### src/rtl/seg_scan_pkg.sv
// Shared types for the multiplexed 8-digit segment scanner.
// Optional feature macro used by this slice: SEG_SCAN_BRIGHTNESS_EN.
package seg_scan_pkg;

  localparam int NUM_DIGITS = 8;

  typedef logic [7:0] seg_pat_t;

  typedef enum logic [1:0] {
    SLOT_BLANK,
    SLOT_DRIVE,
    SLOT_OFF
  } slot_state_t;

  // Phase of a slot for a given tick position and drive-window length.
  function automatic slot_state_t slot_decode(input int unsigned tick,
                                              input int unsigned blank,
                                              input int unsigned on);
    if (tick < blank) begin
      return SLOT_BLANK;
    end else if (tick < blank + on) begin
      return SLOT_DRIVE;
    end else begin
      return SLOT_OFF;
    end
  endfunction

endpackage

### src/rtl/seg_scan_timer.sv
// Slot tick counter and digit index for the segment scanner.
// tick runs 0..DIGIT_TICKS-1; idx advances on every tick wrap.
module seg_scan_timer #(
  parameter int DIGIT_TICKS = 50000,
  parameter int TICK_W      = 16
) (
  input  logic              clk,
  input  logic              rst_n,
  output logic              slot_wrap,
  output logic              frame_wrap,
  output logic [TICK_W-1:0] tick,
  output logic [2:0]        idx
);

  logic [TICK_W-1:0] tick_reg;
  logic [TICK_W-1:0] tick_next;
  logic [2:0]        idx_reg;
  logic [2:0]        idx_next;

  always_comb begin
    slot_wrap  = (tick_reg == TICK_W'(DIGIT_TICKS - 1));
    frame_wrap = slot_wrap && (idx_reg == 3'd7);
    tick_next  = slot_wrap ? '0 : tick_reg + TICK_W'(1);
    idx_next   = slot_wrap ? idx_reg + 3'd1 : idx_reg;
  end

  always_ff @(posedge clk or negedge rst_n) begin
    if (!rst_n) begin
      tick_reg <= '0;
      idx_reg  <= '0;
    end else begin
      tick_reg <= tick_next;
      idx_reg  <= idx_next;
    end
  end

  assign tick = tick_reg;
  assign idx  = idx_reg;

endmodule

### src/rtl/seg_scan_driver.sv
// Time-multiplexes eight latched segment patterns onto one bus with one-hot digit enables.
// Define SEG_SCAN_BRIGHTNESS_EN to add the bright port and a scaled drive window.
module seg_scan_driver #(
  parameter int DIGIT_TICKS = 50000,
  parameter int BLANK_TICKS = 500,
  parameter int ACTIVE_LOW  = 1
) (
  input  logic       clk,
  input  logic       rst_n,
  input  logic [7:0] led_a,
  input  logic [7:0] led_b,
  input  logic [7:0] led_c,
  input  logic [7:0] led_d,
  input  logic [7:0] led_e,
  input  logic [7:0] led_f,
  input  logic [7:0] led_g,
  input  logic [7:0] led_h,
  input  logic [7:0] seg_sel_out,
`ifdef SEG_SCAN_BRIGHTNESS_EN
  input  logic [2:0] bright,
`endif
  output logic [7:0] seg_n,
  output logic [7:0] dig_en_n,
  output logic [7:0] bank_sel,
  output logic       frame_start
);

  import seg_scan_pkg::*;

  localparam int       TICK_W  = (DIGIT_TICKS > 1) ? $clog2(DIGIT_TICKS) : 1;
  localparam int       WINDOW  = DIGIT_TICKS - BLANK_TICKS;
  localparam seg_pat_t OFF_LVL = (ACTIVE_LOW != 0) ? 8'hFF : 8'h00;
`ifdef SEG_SCAN_BRIGHTNESS_EN
  localparam int unsigned RST_ON = 32'(WINDOW) >> 3;
`else
  localparam int unsigned RST_ON = 32'(WINDOW);
`endif
  localparam slot_state_t RST_STATE = slot_decode(32'd0, 32'(BLANK_TICKS), RST_ON);

  if (BLANK_TICKS >= DIGIT_TICKS || DIGIT_TICKS < 2) begin : g_bad_params
    $error("seg_scan_driver: need DIGIT_TICKS >= 2 and BLANK_TICKS < DIGIT_TICKS");
  end

  logic              slot_wrap;
  logic              frame_wrap;
  logic [TICK_W-1:0] tick;
  logic [TICK_W-1:0] tick_next;
  logic [2:0]        idx;

  seg_scan_timer #(
    .DIGIT_TICKS (DIGIT_TICKS),
    .TICK_W      (TICK_W)
  ) u_timer (
    .clk        (clk),
    .rst_n      (rst_n),
    .slot_wrap  (slot_wrap),
    .frame_wrap (frame_wrap),
    .tick       (tick),
    .idx        (idx)
  );

  assign tick_next = slot_wrap ? '0 : tick + TICK_W'(1);

  seg_pat_t    led_in [NUM_DIGITS];
  seg_pat_t    snap_reg [NUM_DIGITS];
  seg_pat_t    sel_snap_reg;
  logic        first_reg;
  logic        snap_load;
  slot_state_t state_reg;
  slot_state_t state_next;
  seg_pat_t    seg_reg, seg_next;
  seg_pat_t    dig_reg, dig_next;
  seg_pat_t    bank_reg, bank_next;
  logic        fs_reg, fs_next;
  logic [7:0]  dig_onehot;
  int unsigned on_next;

  assign led_in[0] = led_a;
  assign led_in[1] = led_b;
  assign led_in[2] = led_c;
  assign led_in[3] = led_d;
  assign led_in[4] = led_e;
  assign led_in[5] = led_f;
  assign led_in[6] = led_g;
  assign led_in[7] = led_h;

  // The leftmost digit (idx 0) owns the MSB of the enable bus.
  for (genvar gi = 0; gi < NUM_DIGITS; gi++) begin : g_dig
    assign dig_onehot[gi] = (idx == 3'(NUM_DIGITS - 1 - gi));
  end

  // Capture once right after reset and again as the last slot of a frame ends.
  assign snap_load = first_reg | frame_wrap;

`ifdef SEG_SCAN_BRIGHTNESS_EN
  logic [2:0] bright_snap_reg;
  logic [2:0] bright_snap_next;

  assign bright_snap_next = snap_load ? bright : bright_snap_reg;
  assign on_next = (32'(WINDOW) * (32'(bright_snap_next) + 32'd1)) >> 3;

  always_ff @(posedge clk or negedge rst_n) begin
    if (!rst_n) begin
      bright_snap_reg <= '0;
    end else begin
      bright_snap_reg <= bright_snap_next;
    end
  end
`else
  assign on_next = 32'(WINDOW);
`endif

  function automatic seg_pat_t to_pins(input seg_pat_t v);
    return (ACTIVE_LOW != 0) ? ~v : v;
  endfunction

  // state_reg always describes the tick currently held by the timer.
  always_comb begin
    state_next = slot_decode(32'(tick_next), 32'(BLANK_TICKS), on_next);
    seg_next   = OFF_LVL;
    dig_next   = OFF_LVL;
    fs_next    = (tick == '0) && (idx == 3'd0);
    bank_next  = bank_reg;
    case (state_reg)
      SLOT_DRIVE: begin
        seg_next = to_pins(snap_reg[idx]);
        dig_next = to_pins(dig_onehot);
      end
      default: begin
      end
    endcase
    if (fs_next) begin
      bank_next = first_reg ? seg_sel_out : sel_snap_reg;
    end
  end

  always_ff @(posedge clk or negedge rst_n) begin
    if (!rst_n) begin
      first_reg    <= 1'b1;
      state_reg    <= RST_STATE;
      sel_snap_reg <= '0;
      seg_reg      <= OFF_LVL;
      dig_reg      <= OFF_LVL;
      bank_reg     <= '0;
      fs_reg       <= 1'b0;
      for (int i = 0; i < NUM_DIGITS; i++) begin
        snap_reg[i] <= '0;
      end
    end else begin
      first_reg <= 1'b0;
      state_reg <= state_next;
      seg_reg   <= seg_next;
      dig_reg   <= dig_next;
      bank_reg  <= bank_next;
      fs_reg    <= fs_next;
      if (snap_load) begin
        sel_snap_reg <= seg_sel_out;
        for (int i = 0; i < NUM_DIGITS; i++) begin
          snap_reg[i] <= led_in[i];
        end
      end
    end
  end

  assign seg_n       = seg_reg;
  assign dig_en_n    = dig_reg;
  assign bank_sel    = bank_reg;
  assign frame_start = fs_reg;

endmodule

### config.mk
export PLATFORM = sky130hd
export DESIGN_NAME = seg_scan_driver
export DESIGN_NICKNAME = d
export VERILOG_FILES = /design/src/rtl/seg_scan_pkg.sv /design/src/rtl/seg_scan_timer.sv /design/src/rtl/seg_scan_driver.sv
export SDC_FILE = /design/constraint.sdc
export NUM_CORES = 1
export LEC_CHECK = 0
export BUFFER_PORTS_ARGS = -buffer_cell sky130_fd_sc_hd__buf_4
export CORE_MARGIN = 2
export CORE_UTILIZATION = 50
export DETAILED_ROUTE_END_ITERATION = 10
export PLACE_DENSITY = 0.76
export SLEW_MARGIN = 15
export SYNTH_ARGS = -nofsm -noshare
export SYNTH_HDL_FRONTEND = slang
export SYNTH_SLANG_ARGS = --single-unit
### constraint.sdc
create_clock -name clk -period 2.65 [get_ports clk]
set_clock_uncertainty 0.2 [all_clocks]
set_input_delay 0.265 -clock clk [delete_from_list [all_inputs] [get_ports clk]]
set_output_delay 0.265 -clock clk [all_outputs]
set_load 0.01 [all_outputs]
==> metrics.md <==
| Metric | Value |
|---|---|
| Crit Path Max Fanout | `6` |
| Multi-input gate area | `0.00221 sq mm` |
| Post-synth net total | `480` |
| Routability cong. | `0.841` |
| Flop2flop setup slack | `0.13 ns` |
| Port Buffers | `98` |
| P_int | `3.64 mW` |
| CTS root buf | `clkbuf_8` |
| Final min period | `roughly 2.5 ns` |
| Nets@finish | `662` |
| CP required | `2.87 ns` |
| DRC viols | `0` |
| Clk sink count | `119` |
| Max IR drop VDD | `0.433 mV` |
| Switching share of power | `0.217` |
| Critical path endpoint category | `register` |
| Final HPWL DP | `around 7.7 mm` |
| Max-slew headroom | `0.603` |
| Antenna violations before repair | `0` |
| Layout area overhead | `41.6%` |
| Status | `completed` |
| Synth top area share | `0.476` |
| CTS tree | `done` |
| Clock share of power | `0.469` |
| DR vias/cell | `5.26` |
| Total CTS buffers | `17` |
| Most common cell in the synthesized netlist | `dfrtp_1` |
| Total number of yosys warnings | `0` |
| Post-DRT Antenna Nets | `0` |
| Max Root-Sink Buffers | `2` |
| Vias in the first global route | `between 4000 and 5000` |
| Synth unique cells | `47` |
| Max reg flops | `64` |
| Pleak | `3.35 nW` |
| Worst-Skew Late Latency | `0.54 ns` |
| Drt total wl | `between 10 and 15 mm` |
| R2R depth | `7` |
| Row Count | `37` |
| I/O pins | `99` |
| Layout cells sized above 1 | `0.444` |
| Largest net degree at the start of global routing | `49` |
| Predominant post-synthesis flop cell | `dfrtp_1` |
| Fill cells | `666` |
| ANT cells | `0` |
| Sequential share of power | `0.432` |
| Seq. cell area | `0.00300 sq mm` |
| Reg-to-Reg Start | `u_timer.tick[1]` |
| Reg-to-Reg End | `state_reg[0]` |
| Total power | `4.65 mW` |
| GRT Residual Overflow | `0` |
| Global-route wire length before repair | `20.2 mm` |
| P_sw | `1.01 mW` |
| WS Path Type | `register to register` |
| CP arrival | `2.74 ns` |
| Synth Register Bits | `119` |
| Final setup violation count | `0` |
| Die height | `roughly 110 um` |
| Die area | `0.0116 sq mm` |
| Htree depth | `4` |
| RSZ-0062 raised after global routing | `no` |
| Pre-CTS WS | `0.160 ns` |
| Fmax | `just under 0.4 GHz` |
| Final slew viol count | `0` |
| Top cells by count, synth | `102 x dfrtp_1, 73 x mux2_2, 54 x nand2_1` |
| Initial DRC count | `278` |
| Tot GR Track Use | `0.235` |
| Cells taking the most area after synthesis | `dfrtp_1 48%, mux2_2 15%, dfstp_2 8.3%, mux4_2 6.7%, nand2_1 3.8%` |
| Via count | `3832` |
| Setup TNS | `0 ns` |
| Gate power share | `0.099` |
| Clk slew on worst S/H paths | `~0.06 ns` |
| Avg Cell Area, Syn | `13.5 sq um` |
| Post-synth EDFFs | `0` |
| Core box area | `0.0104 sq mm` |
| Die extent in x | `108 um` |
| DR pass1 iterations | `4` |
| P per Cell Area | `slightly above 600 mW/mm^2` |
| Worst setup margin | `around 0.13 ns` |
| Mapped Cells | `398` |
| Placed Instance Area | `0.00630 sq mm` |
| Startpoint Class | `register` |
| Drt wl/cell | `17.0 um` |
| Asr flop ratio synth | `1.00` |
| Max Cap Violations | `0` |
| Largest area contributor in the netlist | `dfrtp_1` |
| Fin crit share | `0.952` |
| Fin. Hold Viols | `0` |
| Register area share after synthesis | `0.559` |
| Hold Crit Class | `input pin to async pin` |
| Fin area | `0.00760 sq mm` |
| Post-Syn Area | `roughly 0.0054 sq mm` |
| Worst slew pin tran | `just under 0.6 ns` |
| Initial Util | `0.517` |
==> layout make-up <==
class | instances | area share
clock buffer | 23 | 0.0614
inverter | 6 | 0.00296
clock inverter | 9 | 0.0130
timing repair buffer | 189 | 0.214
multi-input combinational | 247 | 0.291
sequential | 119 | 0.395
tap | 136 | 0.0224
==> worst max-delay path, cell delays in order, from the launching register on <==
cell and delay, ns:
dfrtp_1 0.44, ha_1 0.23, and4_1 0.24, a41oi_1 0.27
o21ba_4 0.18, or4b_4 0.47, a2111oi_4 0.34, a21oi_2 0.05
==> power by group through the flow <==
stage	logic, mW	registers (mW)	clock network (mW)
6_report	0.461	2.01	2.18
5_1_grt	0.500	2.02	2.30
4_1_cts	0.457	2.01	2.21
3_5_place_dp	0.368	2.03	0
3_3_place_gp	0.357	2.03	0
2_1_floorplan	0.196	2.01	0
==> logic make-up after synthesis <==
family                   count (synthesis)  synth area share
other                                    1          0.000699
XOR/XNOR                                14            0.0228
buffers and inverters                   32            0.0317
flip-flops                             119             0.559
multiplexers                            98             0.237
AND/OR/NAND/NOR                        103            0.0972
adder cells (fa/ha/maj)                  8            0.0187
AO/OA/AOI/OAI                           23            0.0329
==> metal layers <==
layer | wire, um | vias to the layer above | track usage
met5 | 0 | - | 0
met4 | 332 | 0 | 0.103
met3 | 662 | 25 | 0.0732
met2 | 6300 | 128 | 0.385
met1 | 5110 | 1898 | 0.286
li1 | - | 1781 | -
==> stage by stage <==
stage / utilization / instances / hold slack (ns)
2_1_floorplan: - / 398 / -0.231
3_3_place_gp: 0.607 / 624 / 0.102
3_5_place_dp: 0.607 / 624 / 0.111
4_1_cts: 0.732 / 729 / 0.0953
5_1_grt: 0.733 / 729 / 0.158
6_report: 0.733 / 729 / 0.0860
==> layout by cell type, fill, tap and decap left out, types with 6 or more instances in the layout <==
cell	n
buf_4	114
clkbuf_16	16
clkinv_2	6
dfrtp_1	102
dfstp_2	17
dlygate4sd3_1	73
ha_1	8
inv_1	6
mux2_2	73
mux2i_1	9
mux4_2	16
nand2_1	54
nand3_1	12
nor2_1	8
o21ai_0	9
xnor2_1	6
xor2_1	8
==> how the worst max path moves through the flow <==
| stage | startpoint | to | slack, ns | cells past startpoint |
|---|---|---|---|---|
| floorplan | u_timer.tick[0] | state_reg[0] | 0.04 | 9 |
| finish | u_timer.tick[1] | state_reg[0] | 0.13 | 7 |
| CTS | u_timer.tick[1] | state_reg[0] | 0.15 | 7 |
| detailed placement | u_timer.tick[1] | state_reg[0] | 0.16 | 7 |
| global route | u_timer.tick[1] | state_reg[0] | 0.03 | 8 |
| global placement | u_timer.tick[1] | state_reg[0] | 0.20 | 7 |
==> repair_timing <==
| item | CTS | global route |
|---|---|---|
| resized for setup | 0 | 1 |
| hold endpoints to repair | 158 | 0 |
| endpoints found under the setup margin | 0 | 1 |
| hold buffers | 73 | 0 |
| buffers inserted | 0 | 0 |
No activity file was read; power rests on OpenSTA's default activity.
